$ cat config.mk
export PLATFORM = sky130hd
export DESIGN_NAME = mode_router
export DESIGN_NICKNAME = d
export VERILOG_FILES = /design/src/rtl/mode_router.sv
export SDC_FILE = /design/constraint.sdc
export NUM_CORES = 1
export LEC_CHECK = 0
export CORE_ASPECT_RATIO = 0.9
export CORE_MARGIN = 2
export CORE_UTILIZATION = 59
export DETAILED_ROUTE_END_ITERATION = 8
export GPL_TIMING_DRIVEN = 0
export HOLD_SLACK_MARGIN = 0.06
export PLACE_DENSITY = 0.82
export RECOVER_POWER = 50
export SETUP_SLACK_MARGIN = 0.15
export SYNTH_ARGS = -nofsm -noshare
export SYNTH_HDL_FRONTEND = slang
export SYNTH_SLANG_ARGS = --single-unit
$ cat constraint.sdc
create_clock -name clk -period 4.4 [get_ports clk]
set_input_delay 0.88 -clock clk [delete_from_list [all_inputs] [get_ports clk]]
set_output_delay 0.88 -clock clk [all_outputs]
set_load 0.01 [all_outputs]
$ cat src/rtl/mode_router.sv
// Mode router: debounces a mode button and NUM_SW user switches, steps the active mode,
// returns to mode 0 after an idle timeout, and routes switch pulses and the LCD character.

module mode_router_deb #(
    parameter int DEB_CYCLES = 500000
) (
    input  logic clk,
    input  logic rst,
    input  logic i_raw,
    output logic o_pulse
);
    localparam int CNT_W = $clog2(DEB_CYCLES + 1);
    localparam logic [CNT_W-1:0] CNT_LAST = CNT_W'(DEB_CYCLES - 1);

    logic             r_sync1;
    logic             r_sync2;
    logic             r_lvl;
    logic             r_lvl_q;
    logic             r_pulse;
    logic [CNT_W-1:0] r_cnt;

    always_ff @(posedge clk or negedge rst) begin
        if (!rst) begin
            r_sync1 <= 1'b0;
            r_sync2 <= 1'b0;
            r_lvl   <= 1'b0;
            r_lvl_q <= 1'b0;
            r_pulse <= 1'b0;
            r_cnt   <= '0;
        end else begin
            r_sync1 <= i_raw;
            r_sync2 <= r_sync1;
            // the counter holds how many consecutive samples disagreed with the accepted level
            if (r_sync2 == r_lvl) begin
                r_cnt <= '0;
            end else if (r_cnt == CNT_LAST) begin
                r_lvl <= r_sync2;
                r_cnt <= '0;
            end else begin
                r_cnt <= r_cnt + 1'b1;
            end
            r_lvl_q <= r_lvl;
            r_pulse <= r_lvl & ~r_lvl_q;
        end
    end

    assign o_pulse = r_pulse;
endmodule

module mode_router #(
    parameter int NUM_MODES   = 4,
    parameter int NUM_SW      = 4,
    parameter int CHAR_W      = 8,
    parameter int DEB_CYCLES  = 500000,
    parameter int TIMEOUT_SEC = 30
) (
    input  logic                          clk,
    input  logic                          rst,
    input  logic                          en_1hz,
    input  logic                          mode_btn,
    input  logic [NUM_SW-1:0]             sw_raw,
    input  logic                          mode_lock,
    input  logic [NUM_MODES*CHAR_W-1:0]   data_in,
    output logic [NUM_MODES*NUM_SW-1:0]   sw_out,
    output logic [CHAR_W-1:0]             data_char,
    output logic [$clog2(NUM_MODES)-1:0]  mode,
    output logic                          mode_change
);
    localparam int MODE_W = $clog2(NUM_MODES);
    localparam int IDLE_W = (TIMEOUT_SEC < 1) ? 1 : $clog2(TIMEOUT_SEC + 1);
    localparam logic [IDLE_W-1:0] IDLE_MAX  = IDLE_W'(TIMEOUT_SEC);
    localparam logic [MODE_W-1:0] MODE_LAST = MODE_W'(NUM_MODES - 1);

    logic                        w_btn_pulse;
    logic [NUM_SW-1:0]           w_sw_pulse;
    logic                        w_adv;
    logic                        w_tmo;
    logic                        w_upd;
    logic                        w_activity;
    logic [MODE_W-1:0]           w_mode_nxt;
    logic [IDLE_W-1:0]           w_idle_nxt;
    logic [NUM_MODES*NUM_SW-1:0] w_sw_route;
    logic [CHAR_W-1:0]           w_char_sel;

    logic [MODE_W-1:0]           r_mode;
    logic [IDLE_W-1:0]           r_idle;
    logic                        r_mode_change;
    logic [NUM_MODES*NUM_SW-1:0] r_sw_out;
    logic [CHAR_W-1:0]           r_data_char;

    mode_router_deb #(.DEB_CYCLES(DEB_CYCLES)) u_deb_btn (
        .clk     (clk),
        .rst     (rst),
        .i_raw   (mode_btn),
        .o_pulse (w_btn_pulse)
    );

    for (genvar gi = 0; gi < NUM_SW; gi++) begin : g_sw_deb
        mode_router_deb #(.DEB_CYCLES(DEB_CYCLES)) u_deb_sw (
            .clk     (clk),
            .rst     (rst),
            .i_raw   (sw_raw[gi]),
            .o_pulse (w_sw_pulse[gi])
        );
    end

    always_comb begin
        w_adv      = w_btn_pulse & ~mode_lock;
        w_tmo      = (TIMEOUT_SEC != 0) && (r_idle == IDLE_MAX) && (r_mode != '0) && !mode_lock;
        w_upd      = w_adv | w_tmo;
        w_mode_nxt = r_mode;
        // a button press wins over a simultaneous timeout and counts from the current mode
        if (w_adv) begin
            w_mode_nxt = (r_mode == MODE_LAST) ? '0 : r_mode + 1'b1;
        end else if (w_tmo) begin
            w_mode_nxt = '0;
        end

        w_sw_route = '0;
        w_char_sel = '0;
        for (int m = 0; m < NUM_MODES; m++) begin
            if (r_mode == MODE_W'(m)) begin
                w_sw_route[m*NUM_SW +: NUM_SW] = w_sw_pulse;
                w_char_sel                     = data_in[m*CHAR_W +: CHAR_W];
            end
        end
        if (w_upd) begin
            w_sw_route = '0;
        end

        w_activity = w_btn_pulse | (|w_sw_pulse) | w_upd;
        w_idle_nxt = r_idle;
        if (w_activity) begin
            w_idle_nxt = '0;
        end else if (en_1hz && (r_idle != IDLE_MAX)) begin
            w_idle_nxt = r_idle + 1'b1;
        end
    end

    always_ff @(posedge clk or negedge rst) begin
        if (!rst) begin
            r_mode        <= '0;
            r_idle        <= '0;
            r_mode_change <= 1'b0;
            r_sw_out      <= '0;
            r_data_char   <= '0;
        end else begin
            r_mode        <= w_mode_nxt;
            r_idle        <= w_idle_nxt;
            r_mode_change <= w_upd;
            r_sw_out      <= w_sw_route;
            r_data_char   <= w_char_sel;
        end
    end

    assign sw_out      = r_sw_out;
    assign data_char   = r_data_char;
    assign mode        = r_mode;
    assign mode_change = r_mode_change;
endmodule

==> key figures, run 1 <==
Pwr
  • VDD IR max: slightly above 300 uV
  • Int Pwr: 2.45 mW
  • Switching pwr: 0.697 mW
  • Leakage: roughly 3.5 nW
  • Power share of the combinational group: 6.2%
  • Sequential power share: 47.0%
  • Switching part of the total: around 22%
  • Cell Pwr Density: around 370 nW/um^2
  • Clk pwr share: a little under half

Routing
  • Wire length per cell: between 15 and 20 um
  • Final WL: roughly 14 mm
  • WL met1: 6.12 mm
  • ANT nets after route: 0
  • DR iter-0 viols: approximately 460
  • Vias: approximately 5300
  • Top Metal Used: met4
  • Mean number of vias per cell: slightly below 6
  • DRC viols: 0
  • Met3 routed WL: ~700 um
  • 1st-pass router iterations: 5
  • Met2 WL post-DR: 7.27 mm

Global routing
  • GRT Util Overall: between 20% and 30%
  • First-pass GRT wire length: around 25 mm
  • Global route total overflow: 0
  • Largest net degree at the start of global routing: 90
  • Initial antenna violation count: 0
  • Number of global-route vias before repair: between 5000 and 6000

Place
  • HPWL after DPL: between 9 and 10 mm
  • DP Cell Count: slightly below 900
  • Post-DP Area: between 7000 and 8000 um^2
  • Dpl ws: roughly 2.1 ns
  • Port Buffer Count: 67
  • RePlAce Congestion: about 0.8

STA
  • Clk_skew: around 0.007 ns
  • RSZ-0062 raised after global routing: no
  • Period utilization: between 60 and 70%
  • Slew margin rel.: -41.5%
  • Worst hold slack: between 0.3 and 0.4 ns
  • Final Worst Setup Slack: about 1.5 ns
  • Fmax: about 0.35 GHz
  • Post-layout min period: between 2 and 3 ns
  • Slew @ Worst Pin: about 2.1 ns
  • Setup violations, final: 0
  • Hold Violations, Final: 0
  • Slew Limit Fails: 90

Yosys
  • Synth Instances: ~660
  • Post-synth EDFFs: 0
  • Post-synth ARST share: 100%
  • Synthesized flop and latch total: about 150
  • Synthesized cell area: a little under 7000 um^2
  • Syn. warnings: 0
  • Cell variety after synth: 42
  • Mean Syn Cell Area: around 11 um^2
  • Ys flop type: dfrtp_1
  • Post-Syn Nets: about 710
  • Seq/Total Area, Yosys: 55.0%

Status
  • Failing checks: max-capacitance violations, max-slew violations
  • Status: finished, violations left

Clocking
  • # clock sinks: between 150 and 200
  • Hold buffer count at CTS: 0
  • # H-tree levels: 4
  • CTS buffer count: 17
  • Clk_lat worst skew: roughly 0.42 ns
  • Worst-path clk slew: about 0.06 ns
  • CTS max path bufs: 2
  • Root Buffer: clkbuf_16
  • Setup bufs post-CTS: 0
  • CTS tree: built
  • Cts repair resizes: 0

Worst setup path
  • Crit-path max FO: just under 90
  • Crit. End Element: async pin
  • Worst path max stage delay: 1.58 ns
  • Critical path arrival: roughly 3.0 ns
  • Crit path max-delay cell type: clkbuf_2
  • CP startpoint kind: primary input
  • Worst path depth: 2
  • Reg-to-Reg End: g_sw_deb[2].u_deb_sw.r_cnt[8]
  • Critical Path Start: rst
  • Crit path max-delay family: buffers and inverters
  • CP Class: in2async
  • R2R setup slack: 2.06 ns
  • Number of buffers and inverters on the critical path: 2
  • CP endpoint: g_sw_deb[3].u_deb_sw.r_cnt[1]
  • Crit path required time: around 4.5 ns
  • RR Startpoint: g_sw_deb[2].u_deb_sw.r_cnt[1]
  • R2R cell count: 6
  • Critical path cell sequence: buf_6 -> clkbuf_2

Floorplan
  • Die Y-Extent: around 110 um
  • Num rows: 37
  • DIE WIDTH: around 120 um
  • # IOs: a little under 70
  • Die ar.: 12600 um^2
  • Core Region: ~11000 um^2
  • Initial core utilization: a little over 60%

Run
  • Max Cap Violations: 1

Cells and area
  • Multi-input gate area: just under 3000 um^2
  • Fillers: between 700 and 800
  • Design area: 8400 um^2
  • Share of post-route cells with drive strength above 1: under 10%
  • FF+latch area: approximately 3800 um^2
  • Nets@finish: between 700 and 800
  • Area added between synthesis and finish: 21.4%
  • Ant. Diodes: 0
  • Non-Filler Instances: 912

Worst hold path
  • Worst Hold Class: reg2reg
sequential cells by signal, indices dropped and copies added (netlist names):
| register | cells |
|---|---|
| g_sw_deb.u_deb_sw.r_sync1 | 4 |
| u_deb_btn.r_sync1 | 1 |
| r_idle | 5 |
| u_deb_btn.r_lvl | 1 |
| sw_out | 16 |
| u_deb_btn.r_lvl_q | 1 |
| g_sw_deb.u_deb_sw.o_pulse | 4 |
| g_sw_deb.u_deb_sw.r_lvl | 4 |
| mode | 2 |
| u_deb_btn.r_sync2 | 1 |
| g_sw_deb.u_deb_sw.r_cnt | 76 |
| mode_change | 1 |
| u_deb_btn.r_cnt | 19 |
| data_char | 8 |
| g_sw_deb.u_deb_sw.r_sync2 | 4 |
| g_sw_deb.u_deb_sw.r_lvl_q | 4 |
| u_deb_btn.o_pulse | 1 |
power groups by stage:
stage	registers, mW	clock network [mW]	logic (mW)
finish	1.48	1.47	0.195
CTS	1.48	1.49	0.203
global route	1.48	1.56	0.223
global placement	1.50	0	0.182
detailed placement	1.50	0	0.201
floorplan	1.50	0	0.0961
per-layer routing:
layer / track usage, % / up-vias
met5: 0 / -
met4: 9.38 / 0
met3: 6.60 / 25
met2: 42.1 / 155
met1: 30.8 / 2596
li1: - / 2504
worst register-to-register path: stages, from the launching register on:
cell and delay (ns):
dfrtp_1 0.39, ha_1 0.24, and4_1 0.28, nand4_1 0.18
o21ai_1 0.51, clkbuf_1 0.45, nor2_1 0.14
area by class of cell:
type                            count  share of cell area [%]
Buffer                             19                    1.09
Clock buffer                       21                    5.48
Clock inverter                     10                    1.74
Inverter                           18                   0.804
Multi-Input combinational cell    468                    35.2
Sequential cell                   152                    45.3
Tap cell                          156                    2.32
Timing Repair Buffer               68                    8.06
cells in the final DEF, fill, tap and decap left out, drive strengths merged, types with 6 or more instances in the layout:
master,instances
nor3,15
and3,18
and2,6
clkdlybuf4s50,61
clkbuf,34
nand3,30
nand4,32
o31ai,15
buf,8
or3,14
nand2,42
nor2,84
dfrtp,152
a21oi,25
nor4,11
inv,18
nor2b,13
xnor2,38
or4,19
a221oi,7
ha,11
and4,7
xor2,34
o21ai,20
worst min-delay path by stage:
stage / cells after the start / to / startpoint
after global placement: 0 / g_sw_deb[1].u_deb_sw.r_sync2 / g_sw_deb[1].u_deb_sw.r_sync1
after floorplan: 0 / g_sw_deb[0].u_deb_sw.r_sync2 / g_sw_deb[0].u_deb_sw.r_sync1
final: 0 / u_deb_btn.r_sync2 / u_deb_btn.r_sync1
after CTS: 0 / u_deb_btn.r_sync2 / u_deb_btn.r_sync1
after detailed placement: 0 / g_sw_deb[3].u_deb_sw.r_sync2 / g_sw_deb[3].u_deb_sw.r_sync1
after global routing: 0 / g_sw_deb[3].u_deb_sw.r_sync2 / g_sw_deb[3].u_deb_sw.r_sync1
through the flow:
step           utilization, %  total power [mW]  TNS [ns]
6_report                 73.5              3.15         0
5_1_grt                  73.5              3.26         0
4_1_cts                  73.7              3.17         0
3_5_place_dp             68.4              1.70         0
3_3_place_gp             68.1              1.68   -486.68
2_1_floorplan               -              1.59         0
cell usage after synthesis (all sizes together), types with 6 or more instances:
cell | number | area share (%)
o21ai | 20 | 1.9
nand2 | 42 | 2.3
or3 | 14 | 1.3
and2 | 6 | 0.54
and4 | 7 | 0.89
clkbuf | 12 | 0.65
ha | 11 | 2.0
o31ai | 15 | 1.7
a21oi | 25 | 1.8
a221oi | 7 | 0.89
nand3 | 30 | 2.2
nor3 | 15 | 1.1
xnor2 | 38 | 4.8
xor2 | 34 | 4.3
inv | 18 | 0.98
nor2b | 13 | 1.2
buf | 7 | 0.67
or4 | 19 | 2.2
dfrtp | 152 | 55
nand4 | 32 | 3.1
nor4 | 11 | 0.99
nor2 | 84 | 4.6
and3 | 18 | 1.6
cells by family (layout without fill, tap and decap cells):
| logic type | after synthesis | after routing | share of synthesized area [%] |
|---|---|---|---|
| simple gates | 309 | 309 | 24.0 |
| mux | 5 | 5 | 0.813 |
| buf+inv | 37 | 136 | 2.30 |
| xor+xnor | 72 | 72 | 9.11 |
| fa+ha+maj | 11 | 11 | 1.99 |
| flops | 152 | 152 | 55.0 |
| compound gates | 71 | 71 | 6.83 |
Power figures use the tool's default switching activity.
==> inputs of run 2 (changes only) <==
- CORE_UTILIZATION: 59 -> 57
- PLACE_DENSITY: 0.82 -> 0.8
- clock period: 4.4 -> 3 ns (I/O delays scaled with it)
==> run 2 against run 1 <==
Compared with the run above:
- clock-buffer cell count is 3 higher
- final area about the same
- global-route usage is 2.0 points lower
- final cell count increased by 0.44%
- sequential power grew 47%
- via count down 1.8%
- the run still ends with max-capacitance violations, max-slew violations left
- utilization fell by 3.1 points
- clock power grew 39%
- highest routed layer unchanged
- flip-flop and latch count unchanged
==> key figures, run 2 (synthesis gave the netlist of run 1 again) <==
Status
  • Status: finished, violations left
  • Failing checks: max-capacitance violations, max-slew violations

Global routing
  • GRT Util Overall: 22.9% (-2.0 points)
  • Number of global-route vias before repair: 5102 (-4.5%)
  • Largest net degree at the start of global routing: 94 (+4.4%)
  • Initial antenna violation count: 0 (unchanged)
  • First-pass GRT wire length: 23.5 mm (-5.9%)
  • Global route total overflow: 0 (unchanged)

Cells and area
  • Area added between synthesis and finish: 21.3% (about the same)
  • Nets@finish: 796 (unchanged)
  • Reg with most FFs: g_sw_deb.u_deb_sw.r_cnt
  • Number of flip-flops in the largest register: 76 (unchanged)
  • Commonest non-fill, non-tap cell in the layout: dfrtp_1
  • Share of post-route cells with drive strength above 1: 7.80% (+0.13 points)
  • Most frequent cells in the layout: dfrtp_1, nor2_1, clkdlybuf4s50_1, nand2_1, xnor2_1
  • Ant. Diodes: 0 (unchanged)
  • Post-layout util: 70.3% (-3.1 points)
  • Fillers: 855 (+9.9%)
  • Design area: 8390 um^2 (about the same)
  • Non-Filler Instances: 916 (+0.44%)

Place
  • Post-DP Area: 7820 um^2 (about the same)
  • DP Cell Count: 885 (+0.45%)
  • Dpl ws: 0.672 ns (-1.45 ns)
  • HPWL after DPL: 9.30 mm (-3.9%)
  • RePlAce Congestion: 0.852 (+3.4%)
  • Port Buffer Count: 67 (unchanged)

Routing
  • Vias: 5186 (-1.8%)
  • DR iter-0 viols: 394 (-15%)
  • DRC viols: 0 (unchanged)
  • Wire length per cell: 15.2 um (-3.5%)
  • 1st-pass router iterations: 5 (unchanged)
  • ANT nets after route: 0 (unchanged)
  • Mean number of vias per cell: 5.66 (-2.2%)
  • Final WL: 13.9 mm (-3.1%)

STA
  • Slew @ Worst Pin: 1.51 ns (-0.618 ns)
  • Clk_skew: 0.00765 ns (+0.000495 ns)
  • TNS Setup: 0 ns (unchanged)
  • Setup violations, final: 0 (unchanged)
  • Slew margin rel.: -0.358% (+41 points)
  • Slew Limit Fails: 59 (-34%)
  • RSZ-0062 raised after global routing: no
  • Final Worst Setup Slack: 0.633 ns (-0.917 ns)
  • Fmax: about 0.42 GHz
  • Post-layout min period: around 2.4 ns
  • Hold Violations, Final: 0 (unchanged)
  • Worst hold slack: 0.346 ns (-0.00116 ns)
  • Period utilization: around 80%

Clocking
  • CTS max path bufs: 2 (unchanged)
  • Setup bufs post-CTS: 0 (unchanged)
  • Hold buffer count at CTS: 0 (unchanged)
  • CTS buffer count: 17 (unchanged)
  • CTS tree: built
  • Clk_lat worst skew: 0.42 ns (about the same)
  • Worst-path clk slew: 0.06 ns (about the same)
  • # clock sinks: 152 (unchanged)
  • Cts repair resizes: 0 (unchanged)
  • # H-tree levels: 4 (unchanged)
  • Root Buffer: clkbuf_16

Worst setup path
  • Critical path arrival: 2.65 ns (-0.30 ns)
  • R2R cell count: 6 (unchanged)
  • CP endpoint: g_sw_deb[2].u_deb_sw.r_cnt[12]
  • Crit path required time: 3.28 ns (-1.22 ns)
  • Crit. End Element: flop
  • Crit path max-delay cell type: o21ai_1
  • Crit-path max FO: 10 (-89%)
  • Worst path max stage delay: 0.56 ns (-1.02 ns)
  • Reg-to-Reg End: g_sw_deb[2].u_deb_sw.r_cnt[12]
  • R2R setup slack: 0.63 ns (-1.43 ns)
  • CP Class: reg2reg
  • Critical path cell sequence: ha_1 -> and4_1 -> nand4_1 -> o21ai_1 -> clkbuf_1 -> nor2_1
  • CP startpoint kind: flop
  • Critical Path Start: g_sw_deb[2].u_deb_sw.r_cnt[0]
  • RR Startpoint: g_sw_deb[2].u_deb_sw.r_cnt[0]

Floorplan
  • DIE WIDTH: 120 um (+1.7%)
  • # IOs: 68 (unchanged)
  • Initial core utilization: 58.0% (-2.5 points)
  • Num rows: 38 (+2.7%)
  • Die Y-Extent: 109 um (+1.7%)
  • Core Region: 11900 um^2 (+4.4%)
  • Die ar.: 13000 um^2 (+3.4%)

Worst hold path
  • Worst hold start: g_sw_deb[1].u_deb_sw.r_sync1
  • Worst Hold Class: reg2reg

Pwr
  • Leakage: 3.55 nW (+0.48%)
  • Cell Pwr Density: 535 nW/um^2 (+43%)
  • VDD IR max: 424 uV (+38%)
  • Power after layout: 4.49 mW (+43%)

Run
  • Max Cap Violations: 1 (unchanged)
[run 2: changes by cell type in the layout (fill, tap and decap cells not counted), sizes merged]
cell / change
bufinv: -2
clkbuf: +3
clkinv: +2
clkinvlp: -3
[run 2: per-layer routing]
metal	GRT usage [%]	routed length [um]	up-vias	share of wire [%]
met5	0	0	-	0
met4	7.82	214	0	1.5
li1	-	-	2501	-
met1	29.4	6230	2528	45
met2	37.8	6710	135	48
met3	6.17	734	22	5.3
[run 2: power breakdown]
group | internal, mW | switching, mW | total, mW
clock network | 1.26 | 0.774 | 2.04
logic | 0.133 | 0.149 | 0.282
registers | 2.12 | 0.0556 | 2.17
total | 3.51 | 0.979 | 4.49
[run 2: final cells by class]
type                            count  area, um^2  share of cell area, %
Tap cell                          160         200                   2.39
Clock buffer                       24         512                   6.10
Clock inverter                      7        66.3                  0.790
Buffer                             19        91.3                   1.09
Inverter                           18        67.6                  0.805
Multi-Input combinational cell    468        2960                   35.3
Timing Repair Buffer               68         693                   8.26
Sequential cell                   152        3800                   45.3
[run 2: worst min-delay path by stage]
| stage | depth (start not counted) | slack (ns) | to |
|---|---|---|---|
| after floorplan | 0 | 0.30 | data_char[0] |
| after global placement | 0 | 0.33 | g_sw_deb[1].u_deb_sw.r_sync2 |
| after detailed placement | 0 | 0.34 | g_sw_deb[3].u_deb_sw.r_sync2 |
| after CTS | 1 | 0.16 | g_sw_deb[2].u_deb_sw.r_cnt[3] |
| after global routing | 0 | 0.36 | g_sw_deb[1].u_deb_sw.r_sync2 |
| final | 0 | 0.35 | g_sw_deb[1].u_deb_sw.r_sync2 |
[run 2: worst max-delay path, delay by kind of cell, from the launching register on]
family / cells / cell delay [ns]
buffers and inverters: 1 / 0.43
AOI/OAI and AO/OA: 1 / 0.56
adders and majority gates: 1 / 0.24
and+or+nand+nor: 3 / 0.61
DFF: 1 / 0.38
